File: config.mk
export PLATFORM = sky130hd
export DESIGN_NAME = fsm_sequence_ctrl_flat
export DESIGN_NICKNAME = d
export VERILOG_FILES = /design/src/rtl/fsm_sequence_ctrl_if.sv /design/src/rtl/fsm_sequence_ctrl.sv /design/src/flat_wrapper.sv
export SDC_FILE = /design/constraint.sdc
export NUM_CORES = 1
export LEC_CHECK = 0
export CAP_MARGIN = 30
export CORE_ASPECT_RATIO = 1.1
export CORE_MARGIN = 5
export CORE_UTILIZATION = 40
export CTS_CLUSTER_SIZE = 28
export DETAILED_ROUTE_END_ITERATION = 6
export GPL_TIMING_DRIVEN = 0
export PLACE_DENSITY = 0.75
export RECOVER_POWER = 25
export SLEW_MARGIN = 20
export SYNTH_ARGS = -nofsm -noshare
export SYNTH_HDL_FRONTEND = slang
export SYNTH_SLANG_ARGS = --single-unit
File: constraint.sdc
create_clock -name clock -period 1.9 [get_ports clock]
set_clock_uncertainty 0.1 [all_clocks]
set_input_delay 0.285 -clock clock [delete_from_list [all_inputs] [get_ports clock]]
set_output_delay 0.285 -clock clock [all_outputs]
set_load 0.005 [all_outputs]
File: src/rtl/fsm_sequence_ctrl_if.sv
`default_nettype none
// ============================================================================
//  Module   : fsm_sequence_ctrl_if
//  Purpose  : Bundles the word-producer handshake, the detector link and the
//             result handshake of the sequence controller.
//  Signals  : in_valid/in_ready/in_word    - word input handshake
//             det_reset/det_w/det_z        - link to the 1101 detector
//             out_valid/out_ready/out_count/out_hit - result handshake
//  Modports : slave  - the controller side
//             master - the environment (producer, detector, consumer)
//  Revision : 1.0 - initial release
// ============================================================================
interface fsm_sequence_ctrl_if #(
  parameter int WORD_W = 8,
  parameter int CNT_W  = 4
);
  logic              in_valid;
  logic              in_ready;
  logic [WORD_W-1:0] in_word;
  logic              det_reset;
  logic              det_w;
  logic              det_z;
  logic              out_valid;
  logic              out_ready;
  logic [CNT_W-1:0]  out_count;
  logic              out_hit;

  modport slave (
    input  in_valid, in_word, det_z, out_ready,
    output in_ready, det_reset, det_w, out_valid, out_count, out_hit
  );

  modport master (
    output in_valid, in_word, det_z, out_ready,
    input  in_ready, det_reset, det_w, out_valid, out_count, out_hit
  );
endinterface
`default_nettype wire

File: src/rtl/fsm_sequence_ctrl.sv
`default_nettype none
// ============================================================================
//  Module   : fsm_sequence_ctrl
//  Purpose  : Accepts a parallel word, clears the external 1101 detector for
//             one cycle, shifts the word MSB first into it, counts the
//             detector's z pulses (saturating) and reports the count over a
//             valid/ready handshake.
//  Ports    : clock - rising-edge system clock
//             reset - asynchronous active-low reset
//             bus   - fsm_sequence_ctrl_if.slave (word in, detector link,
//                     result out)
//  Params   : WORD_W - bits per word (>= 4); must match the interface
//             CNT_W  - match counter width; must match the interface
//  Revision : 1.0 - initial release
// ============================================================================
module fsm_sequence_ctrl #(
  parameter int WORD_W = 8,
  parameter int CNT_W  = 4
) (
  input  logic                clock,
  input  logic                reset,
  fsm_sequence_ctrl_if.slave  bus
);

  localparam int                 c_bit_w    = $clog2(WORD_W);
  localparam logic [c_bit_w-1:0] c_last_bit = c_bit_w'(WORD_W - 1);
  localparam logic [CNT_W-1:0]   c_cnt_max  = {CNT_W{1'b1}};

  localparam logic [1:0] c_idle   = 2'd0;
  localparam logic [1:0] c_clear  = 2'd1;
  localparam logic [1:0] c_shift  = 2'd2;
  localparam logic [1:0] c_report = 2'd3;

  logic [1:0]         r_state;
  logic [WORD_W-1:0]  r_shift;
  logic [c_bit_w-1:0] r_bit_cnt;
  logic [CNT_W-1:0]   r_count;

  always_ff @(posedge clock or negedge reset) begin
    if (!reset) begin
      r_state   <= c_idle;
      r_shift   <= '0;
      r_bit_cnt <= '0;
      r_count   <= '0;
    end else begin
      case (r_state)
        c_idle: begin
          if (bus.in_valid) begin
            r_shift <= bus.in_word;
            r_count <= '0;
            r_state <= c_clear;
          end
        end
        c_clear: begin
          // Detector is held in reset this cycle, so the first bit it sees
          // at the next edge starts from its initial state.
          r_bit_cnt <= c_last_bit;
          r_state   <= c_shift;
        end
        c_shift: begin
          // det_z is the Mealy output for the bit currently on det_w.
          if (bus.det_z && (r_count != c_cnt_max)) begin
            r_count <= r_count + 1'b1;
          end
          r_shift   <= {r_shift[WORD_W-2:0], 1'b0};
          r_bit_cnt <= r_bit_cnt - 1'b1;
          if (r_bit_cnt == '0) begin
            r_state <= c_report;
          end
        end
        c_report: begin
          if (bus.out_ready) begin
            r_state <= c_idle;
          end
        end
        default: r_state <= c_idle;
      endcase
    end
  end

  assign bus.in_ready  = (r_state == c_idle);
  assign bus.det_reset = (r_state == c_clear);
  assign bus.det_w     = (r_state == c_shift) & r_shift[WORD_W-1];
  assign bus.out_valid = (r_state == c_report);
  assign bus.out_count = r_count;
  assign bus.out_hit   = |r_count;

endmodule
`default_nettype wire

File: src/flat_wrapper.sv
// flat-port wrapper written by rule: the top's interface ports become plain ports
module fsm_sequence_ctrl_flat 
#(
  parameter int WORD_W = 8,
  parameter int CNT_W  = 4
)
  (clock, reset, bus_in_valid, bus_in_word, bus_det_z, bus_out_ready, bus_in_ready, bus_det_reset, bus_det_w, bus_out_valid, bus_out_count, bus_out_hit);
  fsm_sequence_ctrl_if #(.WORD_W(WORD_W), .CNT_W(CNT_W)) bus_i ();
  input  logic clock;
  input  logic reset;
  input wire logic [$bits(bus_i.in_valid)-1:0] bus_in_valid;
  input wire logic [$bits(bus_i.in_word)-1:0] bus_in_word;
  input wire logic [$bits(bus_i.det_z)-1:0] bus_det_z;
  input wire logic [$bits(bus_i.out_ready)-1:0] bus_out_ready;
  output wire logic [$bits(bus_i.in_ready)-1:0] bus_in_ready;
  output wire logic [$bits(bus_i.det_reset)-1:0] bus_det_reset;
  output wire logic [$bits(bus_i.det_w)-1:0] bus_det_w;
  output wire logic [$bits(bus_i.out_valid)-1:0] bus_out_valid;
  output wire logic [$bits(bus_i.out_count)-1:0] bus_out_count;
  output wire logic [$bits(bus_i.out_hit)-1:0] bus_out_hit;
  assign bus_i.in_valid = bus_in_valid;
  assign bus_i.in_word = bus_in_word;
  assign bus_i.det_z = bus_det_z;
  assign bus_i.out_ready = bus_out_ready;
  assign bus_in_ready = bus_i.in_ready;
  assign bus_det_reset = bus_i.det_reset;
  assign bus_det_w = bus_i.det_w;
  assign bus_out_valid = bus_i.out_valid;
  assign bus_out_count = bus_i.out_count;
  assign bus_out_hit = bus_i.out_hit;
  fsm_sequence_ctrl #(.WORD_W(WORD_W), .CNT_W(CNT_W)) u_core (.clock(clock), .reset(reset), .bus(bus_i));
endmodule
# Word-level counts from Yosys, hierarchy flattened
# Index checks and enable logic that the tools add are counted.
# word_totals
elab_cells	34
reg_bits	17
output_inout_bits	9
input_bits	13
# op_classes
n_reduce_logical	9
n_mux	10
bitwise	1
add_sub_neg	2
eq_ne	8
# op_table
operator	n
$pmux 8 s2	1
$mux 4	2
$mux 8	1
$pmux 2 s4	1
$pmux 4 s2	1
$mux 2	3
$pmux 3 s2	1
$reduce_and 3->1	2
$add 4x1->4 const B	1
$eq 2x2->1 const B	2
$ne 2x1->1 const B	2
$ne 2x2->1 const B	2
$ne 4x4->1 const B	1
$reduce_bool 2->1	2
$reduce_or 4->1	1
$logic_not 3->1	1
$sub 3x1->3 const B	1
$eq 2x1->1 const B	1
$logic_not 2->1	1
$reduce_and 2->1	1
$and 1x1->1	1
$logic_and 1x1->1	1

# Depth between registers and ports, before layout
# Gate-level depths: netlist of run 1.
# depth
word_depth	4
depth_mapped	6
depth_no_buf	6

# Least setup slack after synthesis of run 1
# No wires, ideal clock.
# synth_path
path_kind	register to register
start	reg u_core.r_state[0]
end	reg u_core.r_state[1]
path_stages_with_launch	5
setup_time_ns	0.128
synth_period_minus_slack_ns	1.704
required_time_ns	1.672
path_slack_ns	0.196
t_arrival_ns	1.476
n_path_buf	0
path_cell_list	dfrtp_1 -> inv_1 -> ha_1 -> a222oi_1 -> mux2_1
# synth_between
elab_chain_len	3
elab_cells_between_ends	9
classes_between	eq/ne (6); mux (1); reduce/logical (2)
# synth_lines
item	line	text
from (decl)	fsm_sequence_ctrl.sv:34	logic [1:0] r_state;
from (signal assigned)	fsm_sequence_ctrl.sv:41	r_state <= c_idle;
from (signal assigned)	fsm_sequence_ctrl.sv:51	r_state <= c_clear;
from (signal assigned)	fsm_sequence_ctrl.sv:58	r_state <= c_shift;
$logic_not 2->1 (*)	-	
via bus_in_ready	flat_wrapper.sv:15	output wire logic [$bits(bus_i.in_ready)-1:0] bus_in_ready;
$ne 2x2->1 (no source line)	-	
$reduce_and 3->1 (no source line)	-	
# Mark *: on every way through the listed nets, which the timed path passes. The rest lies on a longest branch.
# A chain may end at the register's enable or synchronous reset.

# Worst setup path after layout of run 1
# layout_path
start	reg u_core.r_state[1]
end	reg u_core.r_state[1]
# layout_between
elab_chain_len	3
elab_cells_between_ends	9
classes_between	eq/ne (6); mux (1); reduce/logical (2)
# layout_lines
item	line	text
$eq 2x2->1 or $logic_not 2->1 (tied branches)	fsm_sequence_ctrl.sv:46	case (r_state)
$ne 2x1->1 (no source line) or $ne 2x2->1 (tied branches)	-	
$reduce_and 3->1 (no source line)	-	
# Several ways; a longest one is shown, not always the timed one.

==> results of run 1 <==
## worst max path at each step
stage | from | end | cells past startpoint
after global placement | u_core.r_state[0]$_DFFE_PN0P_ | bus_det_w | 6
after floorplan | u_core.r_state[0]$_DFFE_PN0P_ | u_core.r_state[1]$_DFFE_PN0P_ | 4
after CTS | u_core.r_state[1]$_DFFE_PN0P_ | bus_det_w | 5
after detailed placement | u_core.r_state[0]$_DFFE_PN0P_ | bus_det_w | 6
final | u_core.r_state[1]$_DFFE_PN0P_ | u_core.r_state[1]$_DFFE_PN0P_ | 5
after global routing | u_core.r_state[1]$_DFFE_PN0P_ | u_core.r_state[1]$_DFFE_PN0P_ | 5
## power breakdown
group	switching, uW	total, uW	internal [uW]	leakage, uW
registers	83.9	581	498	0.000206
logic	533	1130	601	0.000423
clock network	118	199	81.8	0.0000150
total	734	1910	1180	0.000644
## cell usage after synthesis, drive strengths merged
| master | n | share of area [%] |
|---|---|---|
| dfrtp | 17 | 45 |
| inv | 12 | 4.8 |
| mux2i | 9 | 10 |
| nand2 | 9 | 3.6 |
| o21ai | 9 | 4.8 |
| ha | 8 | 11 |
| nor2 | 5 | 2.0 |
| a31oi | 4 | 2.7 |
| buf | 3 | 1.6 |
| nand3 | 3 | 1.6 |
| nand4 | 3 | 2.0 |
| mux2 | 2 | 2.4 |
| nand2b | 2 | 1.3 |
| o21a | 2 | 1.6 |
| a21oi | 1 | 0.53 |
| a222oi | 1 | 1.1 |
| and2 | 1 | 0.67 |
| nand4b | 1 | 0.93 |
| o21bai | 1 | 0.80 |
| o2bb2ai | 1 | 0.93 |
| o31a | 1 | 0.93 |
## sequential cells by signal, indices dropped and copies added, names as in the netlist
name,cells
u_core.r_state,2
u_core.r_bit_cnt,3
u_core.r_shift,8
u_core.bus.out_count,4
## layout make-up
type                            instances  area (um^2)
Multi-Input combinational cell         63        489.2
Buffer                                  3        35.03
Clock buffer                            4        26.28
Tap cell                               30        37.54
Inverter                               12        45.04
Timing Repair Buffer                   28        264.0
Fill cell                             215        928.4
Sequential cell                        17        426.7
## through the flow
stage	power [uW]	hold WS [ps]
after CTS	1909	357.6
after floorplan	1176	-110.6
after global placement	1445	358.7
after global routing	2076	424.1
after detailed placement	1487	375.9
final	1915	395.6
## routing by layer
layer | wire [um] | up-vias | track usage (%) | part of all wire, %
met5 | 0 | - | 0 | 0
met4 | 21 | 0 | 5.085 | 0.99
met3 | 100 | 3 | 5.106 | 4.7
met2 | 1093 | 22 | 25.71 | 51
met1 | 915 | 381 | 15.33 | 43
li1 | - | 390 | - | -
## cells by family after synthesis
kind of cell	count (synthesis)	synth area share (%)
AOI/OAI and AO/OA	20	13.30
adders and majority gates	8	10.64
buffers and inverters	15	6.382
DFF	17	45.21
muxes	11	12.37
and+or+nand+nor	24	12.10
## critical path, stage by stage (launching register included)
cell and delay (ps):
dfrtp_2 430, inv_2 50, buf_4 140, ha_4 180, a222oi_1 450, mux2_1 370
## repair_timing
| item | in CTS | in global routing |
|---|---|---|
| endpoints found under the setup margin | 11 | 4 |
| pin swaps | 0 | 1 |
| resized for setup | 14 | 7 |
| setup buffers | 6 | 1 |
==> impl_metrics.csv, run 1 <==
group,metric,value,unit
worst_hold_path,hold_class,"reg -> reg",
finish,final_cell_mix,"16 x dfrtp_1, 15 x clkdlybuf4s50_1, 10 x inv_1",
finish,drive_above_1_share,16.54,%
sta,worst_slew_pin_slew,800.4,ps
yosys,ys_ff_latch,17,
global_routing,grt_pass1_wl,3650,um
floorplan,dieArea,3423,um^2
sta,timing.final.ws_setup,69.90,ps
cts,clock_sinks,17,
worst_hold_path,holdPathEnd,"u_core.r_shift[0]$_DFFE_PN0P_",
setup_path,cp_max_fo,5,
setup_path,crit_path_start_kind,"register",
cts,hold_buffers,0,
place,place.gp.congestion,0.7129,
finish,fin_area,1324,um^2
yosys,syn_nets,116,
place,hpwl,1448,um
finish,postLayoutCoreUtil,58.78,%
setup_path,path_class,"reg -> reg",
sta,rsz0062_at_grt,"yes",
setup_path,crit_required,1990,ps
sta,setup_violations,0,
global_routing,overflow,0,
cts,clkSlewWorstSetupHoldPaths,100,ps
floorplan,dieHeight,60.87,um
power_and_ir_drop,power.leakage,0.0006438,uW
setup_path,r2r_cells,5,
cts,htreeDepth,1,
flow_run,max_cap_viol_count,0,
setup_path,r2r_slack,70,ps
setup_path,worstPathArrival,1920,ps
setup_path,critPathCaptureType,"register",
setup_path,r2r-start,"u_core.r_state[1]$_DFFE_PN0P_",
run_status,status,"finished, final reports clean",
drt,dr_total_vias,796,
drt,wl_per_cell,13.56,um
floorplan,die_x,56.24,um
finish,layout_commonest_cell,"dfrtp_1",
power_and_ir_drop,p_per_area,1446,nW/um^2
drt,dr.pass1.iters,4,
global_routing,antenna_found_initial,0,
sta,fmax,546.4,MHz
global_routing,grt_max_degree,18,
place,portBuffers,21,
floorplan,start_util,41.78,%
finish,fin_cells,157,
drt,drcViolationCount,0,
setup_path,r2r_end,"u_core.r_state[1]$_DFFE_PN0P_",
sta,min_period_over_period,96.32,%
drt,dr.first_iter.drc_count,24,
worst_hold_path,hold_depth,2,
cts,insertion_delay,300,ps
floorplan,rows,18,
place,dp_cells,146,
yosys,ys_warn_count,0,
cts,cts_root_buf,"clkbuf_4",
sta,finalSetupTns,0,ps
power_and_ir_drop,irDropWorstVdd,869.5,uV
yosys,synth.yosys.seq_area_share,45.21,%
yosys,syn_area_per_cell,9.904,um^2
cts,cts_tree,"done",
sta,period_minus_slack,1830,ps
global_routing,grt_usage,14.11,%
sta,hold_viol_final,0,
yosys,yosysUniqueCellTypes,24,
yosys,syn_area,940.9,um^2
cts,cts_max_path_buffers,2,
drt,drt-vias-per-instance,5.070,
finish,antenna-diode-count,0,
drt,drt.antenna.violating_nets,0,
global_routing,grt_pass1_vias,810,
yosys,netlist_instances,95,
finish,nets,149,
place,placed_cell_area,1189,um^2
sta,max-slew-margin-rel,46.46,%
sta,drv_slew,0,
place,dp_slack,-389.8,ps
finish,area.growth.synth_to_final,40.69,%
floorplan,io_pins,22,
floorplan,core-area,2252,um^2
drt,routed_wl,2129,um
cts,cts_buffers,3,
worst_hold_path,hold_start,"u_core.r_shift[0]$_DFFE_PN0P_",
No activity file was read; power rests on OpenSTA's default activity.
==> run 2: changes to the inputs <==
==> constraint.sdc (replaced) <==
create_clock -name clock -period 1.9 [get_ports clock]
set_clock_uncertainty 0.1 [all_clocks]
set_input_delay 0.285 -clock clock [delete_from_list [all_inputs] [get_ports clock]]
set_output_delay 0.285 -clock clock [all_outputs]
set_load 0.05 [all_outputs]
==> run 2 against run 1 <==
  * Worst setup slack worse by 25 ps
  * Combinational power is 7% higher
  * Non-clock buffer count is 7 lower
  * Hold slack worse by 9.7 ps
  * Sequential cell count stayed put
  * Clock power is 4% higher
  * Total power is 4.5% higher
  * Sequential power is 1% higher
  * Cell count is 4.5% lower
  * Final area is 5.3% lower
  * Critical endpoint is now bus_det_w
  * Largest cell class unchanged
  * Largest power group unchanged
==> impl_metrics.csv, run 2 (same netlist as run 1, synthesis figures left out) <==
group,metric,value,unit
finish,fill_cells,215,
sta,rsz0062_at_grt,"yes",
sta,whs,385.9,ps
sta,finalSetupTns,0,ps
floorplan,start_util,41.78,%
sta,hold_viol_final,0,
sta,timing.final.ws_setup,45.03,ps
finish,final_cell_mix,"17 x dfrtp_1, 11 x inv_1, 11 x clkdlybuf4s50_1",
floorplan,io_pins,22,
setup_path,r2r-start,"u_core.r_bit_cnt[0]$_DFFE_PN0P_",
setup_path,cp_max_fo,19,
place,place.gp.congestion,0.7052,
finish,largest_reg_flops,8,
sta,period_minus_slack,1855,ps
setup_path,crit_start,"u_core.r_state[0]$_DFFE_PN0P_",
cts,cts_max_path_buffers,2,
global_routing,overflow,0,
cts,cts_root_buf,"clkbuf_4",
setup_path,path_class,"reg -> out",
global_routing,grt_usage,12.93,%
drt,dr.first_iter.drc_count,13,
power_and_ir_drop,power.total,2000,uW
global_routing,grt_pass1_vias,804,
floorplan,dieHeight,60.87,um
setup_path,worstPathArrival,1470,ps
global_routing,antenna_found_initial,0,
cts,insertion_delay,310,ps
drt,routed_wl,2041,um
place,portBuffers,21,
global_routing,grt_pass1_wl,3408,um
finish,area.growth.synth_to_final,33.24,%
drt,drt.antenna.violating_nets,0,
cts,clkSlewWorstSetupHoldPaths,110,ps
sta,worst_slew_pin_slew,774.6,ps
finish,nets,142,
sta,max-slew-margin-rel,48.19,%
power_and_ir_drop,irDropWorstVdd,894.8,uV
setup_path,critPathCaptureType,"output pin",
power_and_ir_drop,switching_share,46.70,%
drt,drcViolationCount,0,
power_and_ir_drop,p_int,1066,uW
floorplan,core-area,2252,um^2
finish,regMostFlops,"u_core.r_shift",
drt,drt-vias-per-instance,5.173,
place,dp_slack,-720.7,ps
setup_path,r2r_slack,90,ps
flow_run,max_cap_viol_count,0,
drt,dr_total_vias,776,
drt,dr.pass1.iters,4,
power_and_ir_drop,power.leakage,0.0005852,uW
worst_hold_path,hold_class,"in -> async",
power_and_ir_drop,share_seq_of_total_power,29.3,%
power_and_ir_drop,p_switching,934.2,uW
setup_path,crit_end,"bus_det_w",
sta,drv_slew,0,
cts,hold_buffers,0,
sta,min_period_over_period,97.63,%
setup_path,r2r_cells,6,
setup_path,r2r_end,"u_core.r_state[1]$_DFFE_PN0P_",
finish,postLayoutCoreUtil,55.67,%
power_and_ir_drop,power_frac_comb,60.3,%
finish,layout_commonest_cell,"dfrtp_1",
setup_path,crit_required,1510,ps
power_and_ir_drop,p_per_area,1595,nW/um^2
floorplan,dieArea,3423,um^2
global_routing,grt_max_degree,20,
floorplan,rows,18,
sta,fmax,539.1,MHz
setup_path,crit_path_start_kind,"register",
run_status,status,"finished, final reports clean",
drt,wl_per_cell,13.61,um
sta,setup_violations,0,
cts,htreeDepth,1,
finish,antenna-diode-count,0,
cts,clock_sinks,17,
power_and_ir_drop,clockPowerShare,10.3,%
cts,cts_tree,"done",
floorplan,die_x,56.24,um
place,hpwl,1401,um
cts,cts_buffers,3,
finish,drive_above_1_share,14.17,%
run 2: cell count changes in the layout (fill, tap and decap cells not counted), sizes merged:
cell           before  now
buf                10    5
clkbuf              5    4
clkdlybuf4s15       0    2
clkdlybuf4s50      15   11
clkinvlp            0    1
dlygate4sd2         1    4
dlymetal6s2s        3    0
run 2: routing by layer:
| metal | track usage, % | wire [um] | vias to the layer above | share of wire [%] |
|---|---|---|---|---|
| li1 | - | - | 376 | - |
| met1 | 14.15 | 869 | 370 | 43 |
| met2 | 23.21 | 1041 | 26 | 51 |
| met3 | 3.404 | 98 | 4 | 4.8 |
| met4 | 7.119 | 31 | 0 | 1.5 |
| met5 | 0 | 0 | - | 0 |
run 2: worst min-delay path by stage:
stage | slack [ps] | cells after the start | start | endpoint
after CTS | 340 | 1 | reset | u_core.r_bit_cnt[2]$_DFFE_PN0P_
after detailed placement | 380 | 2 | u_core.r_shift[4]$_DFFE_PN0P_ | u_core.r_shift[4]$_DFFE_PN0P_
after floorplan | -110 | 0 | reset | u_core.bus.out_count[0]$_DFFE_PN0P_
after global placement | 360 | 2 | u_core.r_shift[7]$_DFFE_PN0P_ | u_core.r_shift[7]$_DFFE_PN0P_
after global routing | 430 | 2 | u_core.r_shift[4]$_DFFE_PN0P_ | u_core.r_shift[4]$_DFFE_PN0P_
final | 390 | 1 | reset | u_core.r_shift[7]$_DFFE_PN0P_
run 2: layout make-up:
cell class | instances | area (um^2) | share of cell area (%)
Sequential cell | 17 | 425.4 | 33.93
Clock buffer | 3 | 22.52 | 1.796
Inverter | 12 | 45.04 | 3.593
Multi-Input combinational cell | 63 | 481.7 | 38.42
Clock inverter | 1 | 7.507 | 0.5988
Tap cell | 30 | 37.54 | 2.994
Buffer | 2 | 25.02 | 1.996
Timing Repair Buffer | 22 | 209.0 | 16.67
run 2: timing repair:
action                     in CTS  in global routing
setup buffers                   0                  1
setup endpoints to repair      13                 12
resized for setup              23                 11
pin swaps                       0                  1
run 2: power by group through the flow:
stage	Combinational [uW]	Clock, uW	Sequential [uW]
after CTS	1140	216	581
after floorplan	811	0	615
after global placement	1100	0	580
after detailed placement	1130	0	588
final	1210	206	587
after global routing	1310	234	609
run 2: stage by stage:
stage / instance area, um^2 / cells
6_report: 1254 / 150
5_1_grt: 1254 / 150
4_1_cts: 1227 / 149
3_5_place_dp: 1192 / 146
3_3_place_gp: 1192 / 146
2_1_floorplan: 944.7 / 95
run 2: critical path: stages, from the launching register on:
cell and delay [ps]:
dfrtp_1 420, inv_2 110, ha_4 180, buf_12 160, and2_4 160, buf_8 130
==> run 3: changes to the inputs <==
--- a/config.mk
+++ b/config.mk
@@ -7,7 +7,7 @@
 export LEC_CHECK = 0
 export CAP_MARGIN = 30
 export CORE_ASPECT_RATIO = 1.1
-export CORE_MARGIN = 5
+export CORE_MARGIN = 3
 export CORE_UTILIZATION = 40
 export CTS_CLUSTER_SIZE = 28
 export DETAILED_ROUTE_END_ITERATION = 6
==> run 3 against run 2 <==
  * Clock power fell by 6%
  * Hold slack improved by 3.1 ps
  * Worst setup slack worse by 31 ps
  * Largest power group unchanged
  * Highest routed layer unchanged
==> impl_metrics.csv, run 3 (same netlist as run 1, synthesis figures left out) <==
group,metric,value,unit
run_status,status,"finished, final reports clean",
finish,antenna-diode-count,0,
cts,clkSlewWorstSetupHoldPaths,100,ps
drt,wl_per_cell,12.49,um
place,portBuffers,21,
global_routing,grt_pass1_wl,3215,um
sta,drv_slew,0,
drt,dr_total_vias,760,
drt,drt-vias-per-instance,5.033,
setup_path,crit_path_start_kind,"register",
drt,drcViolationCount,0,
setup_path,crit_required,1510,ps
sta,rsz0062_at_grt,"yes",
power_and_ir_drop,clockPowerShare,9.6,%
finish,layout_commonest_cell,"dfrtp_1",
global_routing,grt_usage,14.35,%
floorplan,die_x,52.24,um
power_and_ir_drop,power.leakage,0.0005995,uW
finish,area.growth.synth_to_final,34.44,%
place,place.gp.congestion,0.6878,
power_and_ir_drop,p_int,1107,uW
sta,hold_viol_final,0,
finish,final_cell_mix,"16 x dfrtp_1, 11 x inv_1, 11 x clkdlybuf4s50_1",
sta,min_period_over_period,99.28,%
finish,fin_area,1265,um^2
cts,cts_root_buf,"clkbuf_4",
place,dp_slack,-702.8,ps
sta,max-slew-margin-rel,49.27,%
finish,largest_reg_flops,8,
sta,worst_slew_pin_slew,758.5,ps
setup_path,critPathCaptureType,"output pin",
floorplan,start_util,44.24,%
setup_path,cp_max_fo,2,
setup_path,crit_chain,"buf_4 > ha_1 > dlygate4sd2_1",
setup_path,critPathSlowestCell,"dlygate4sd2_1",
cts,clock_sinks,17,
drt,routed_wl,1886,um
setup_path,max_stage_delay,530,ps
cts,htreeDepth,1,
floorplan,core-area,2127,um^2
drt,dr.pass1.iters,4,
finish,nets,145,
drt,dr.first_iter.drc_count,13,
power_and_ir_drop,irDropWorstVdd,880.4,uV
power_and_ir_drop,switching_share,45.30,%
sta,setup_violations,0,
setup_path,worstPathArrival,1500,ps
cts,cts_max_path_buffers,2,
finish,postLayoutCoreUtil,59.47,%
floorplan,io_pins,22,
finish,regMostFlops,"u_core.r_shift",
power_and_ir_drop,share_seq_of_total_power,29.0,%
cts,cts_tree,"done",
global_routing,grt_pass1_vias,751,
worst_hold_path,hold_class,"reg -> reg",
drt,drt.antenna.violating_nets,0,
cts,hold_buffers,0,
place,hpwl,1383,um
flow_run,max_cap_viol_count,0,
place,placed_cell_area,1190,um^2
setup_path,path_class,"reg -> out",
global_routing,grt_max_degree,18,
cts,cts_buffers,3,
sta,timing.final.ws_setup,13.69,ps
finish,drive_above_1_share,16.26,%
finish,fin_cells,151,
sta,period_minus_slack,1886,ps
sta,fmax,530.1,MHz
global_routing,overflow,0,
cts,insertion_delay,290,ps
power_and_ir_drop,p_per_area,1600,nW/um^2
finish,fill_cells,195,
sta,whs,389.0,ps
floorplan,rows,17,
floorplan,dieArea,2971,um^2
global_routing,antenna_found_initial,0,
floorplan,dieHeight,56.87,um
power_and_ir_drop,p_switching,916.7,uW
power_and_ir_drop,power_frac_comb,61.4,%
place,dp_cells,144,
## run 3: layout make-up
class | instances | area (um^2) | area share, %
Sequential cell | 17 | 426.7 | 33.73
Inverter | 12 | 45.04 | 3.561
Buffer | 2 | 25.02 | 1.978
Clock buffer | 4 | 26.28 | 2.077
Multi-Input combinational cell | 63 | 480.5 | 37.98
Tap cell | 28 | 35.03 | 2.770
Timing Repair Buffer | 25 | 226.5 | 17.90
## run 3: final timing paths
path | startpoint | endpoint | slack [ps] | cells after the start
max | u_core.r_state[0]$_DFFE_PN0P_ | bus_out_valid | 10 | 3
min | u_core.r_shift[7]$_DFFE_PN0P_ | u_core.r_shift[7]$_DFFE_PN0P_ | 390 | 2
max reg2reg | u_core.r_state[1]$_DFFE_PN0P_ | u_core.r_state[1]$_DFFE_PN0P_ | 150 | 4
min reg2reg | u_core.r_shift[7]$_DFFE_PN0P_ | u_core.r_shift[7]$_DFFE_PN0P_ | 390 | 2
max in group asynchronous | reset | u_core.r_state[1]$_DFFE_PN0P_ | 780 | 1
min in group asynchronous | reset | u_core.r_bit_cnt[2]$_DFFE_PN0P_ | 400 | 1
## run 3: through the flow
stage	TNS [ps]	power, uW
floorplan	0	1426
global route	-36.46	2189
detailed placement	-828.0	1728
finish	0	2023
CTS	-159.5	1942
global placement	-738.1	1681
## run 3: critical path, delay by kind of cell, from the launching register on
family	cells	cell delay, ps
flops	1	380
buf+inv	2	650
fa+ha+maj	1	170
## run 3: power by group through the flow
| stage | sequential [uW] | clock (uW) | combinational, uW |
|---|---|---|---|
| final | 588 | 194 | 1240 |
| after global routing | 606 | 222 | 1360 |
| after CTS | 583 | 204 | 1160 |
| after detailed placement | 591 | 0 | 1140 |
| after global placement | 581 | 0 | 1100 |
| after floorplan | 615 | 0 | 811 |
## run 3: what timing repair did
| action | CTS | global route |
|---|---|---|
| gates resized for setup | 25 | 9 |
| setup buffers | 0 | 4 |
| cloned | 0 | 0 |
| pin swaps | 0 | 1 |
| setup endpoints to repair | 10 | 13 |
## run 3: layer usage
layer / vias up / part of all wire [%] / global-route usage (%)
met5: - / 0 / 0
met4: 0 / 0.64 / 3.285
met3: 2 / 6.3 / 6.101
met2: 22 / 50 / 24.60
met1: 349 / 43 / 16.20
li1: 387 / - / -
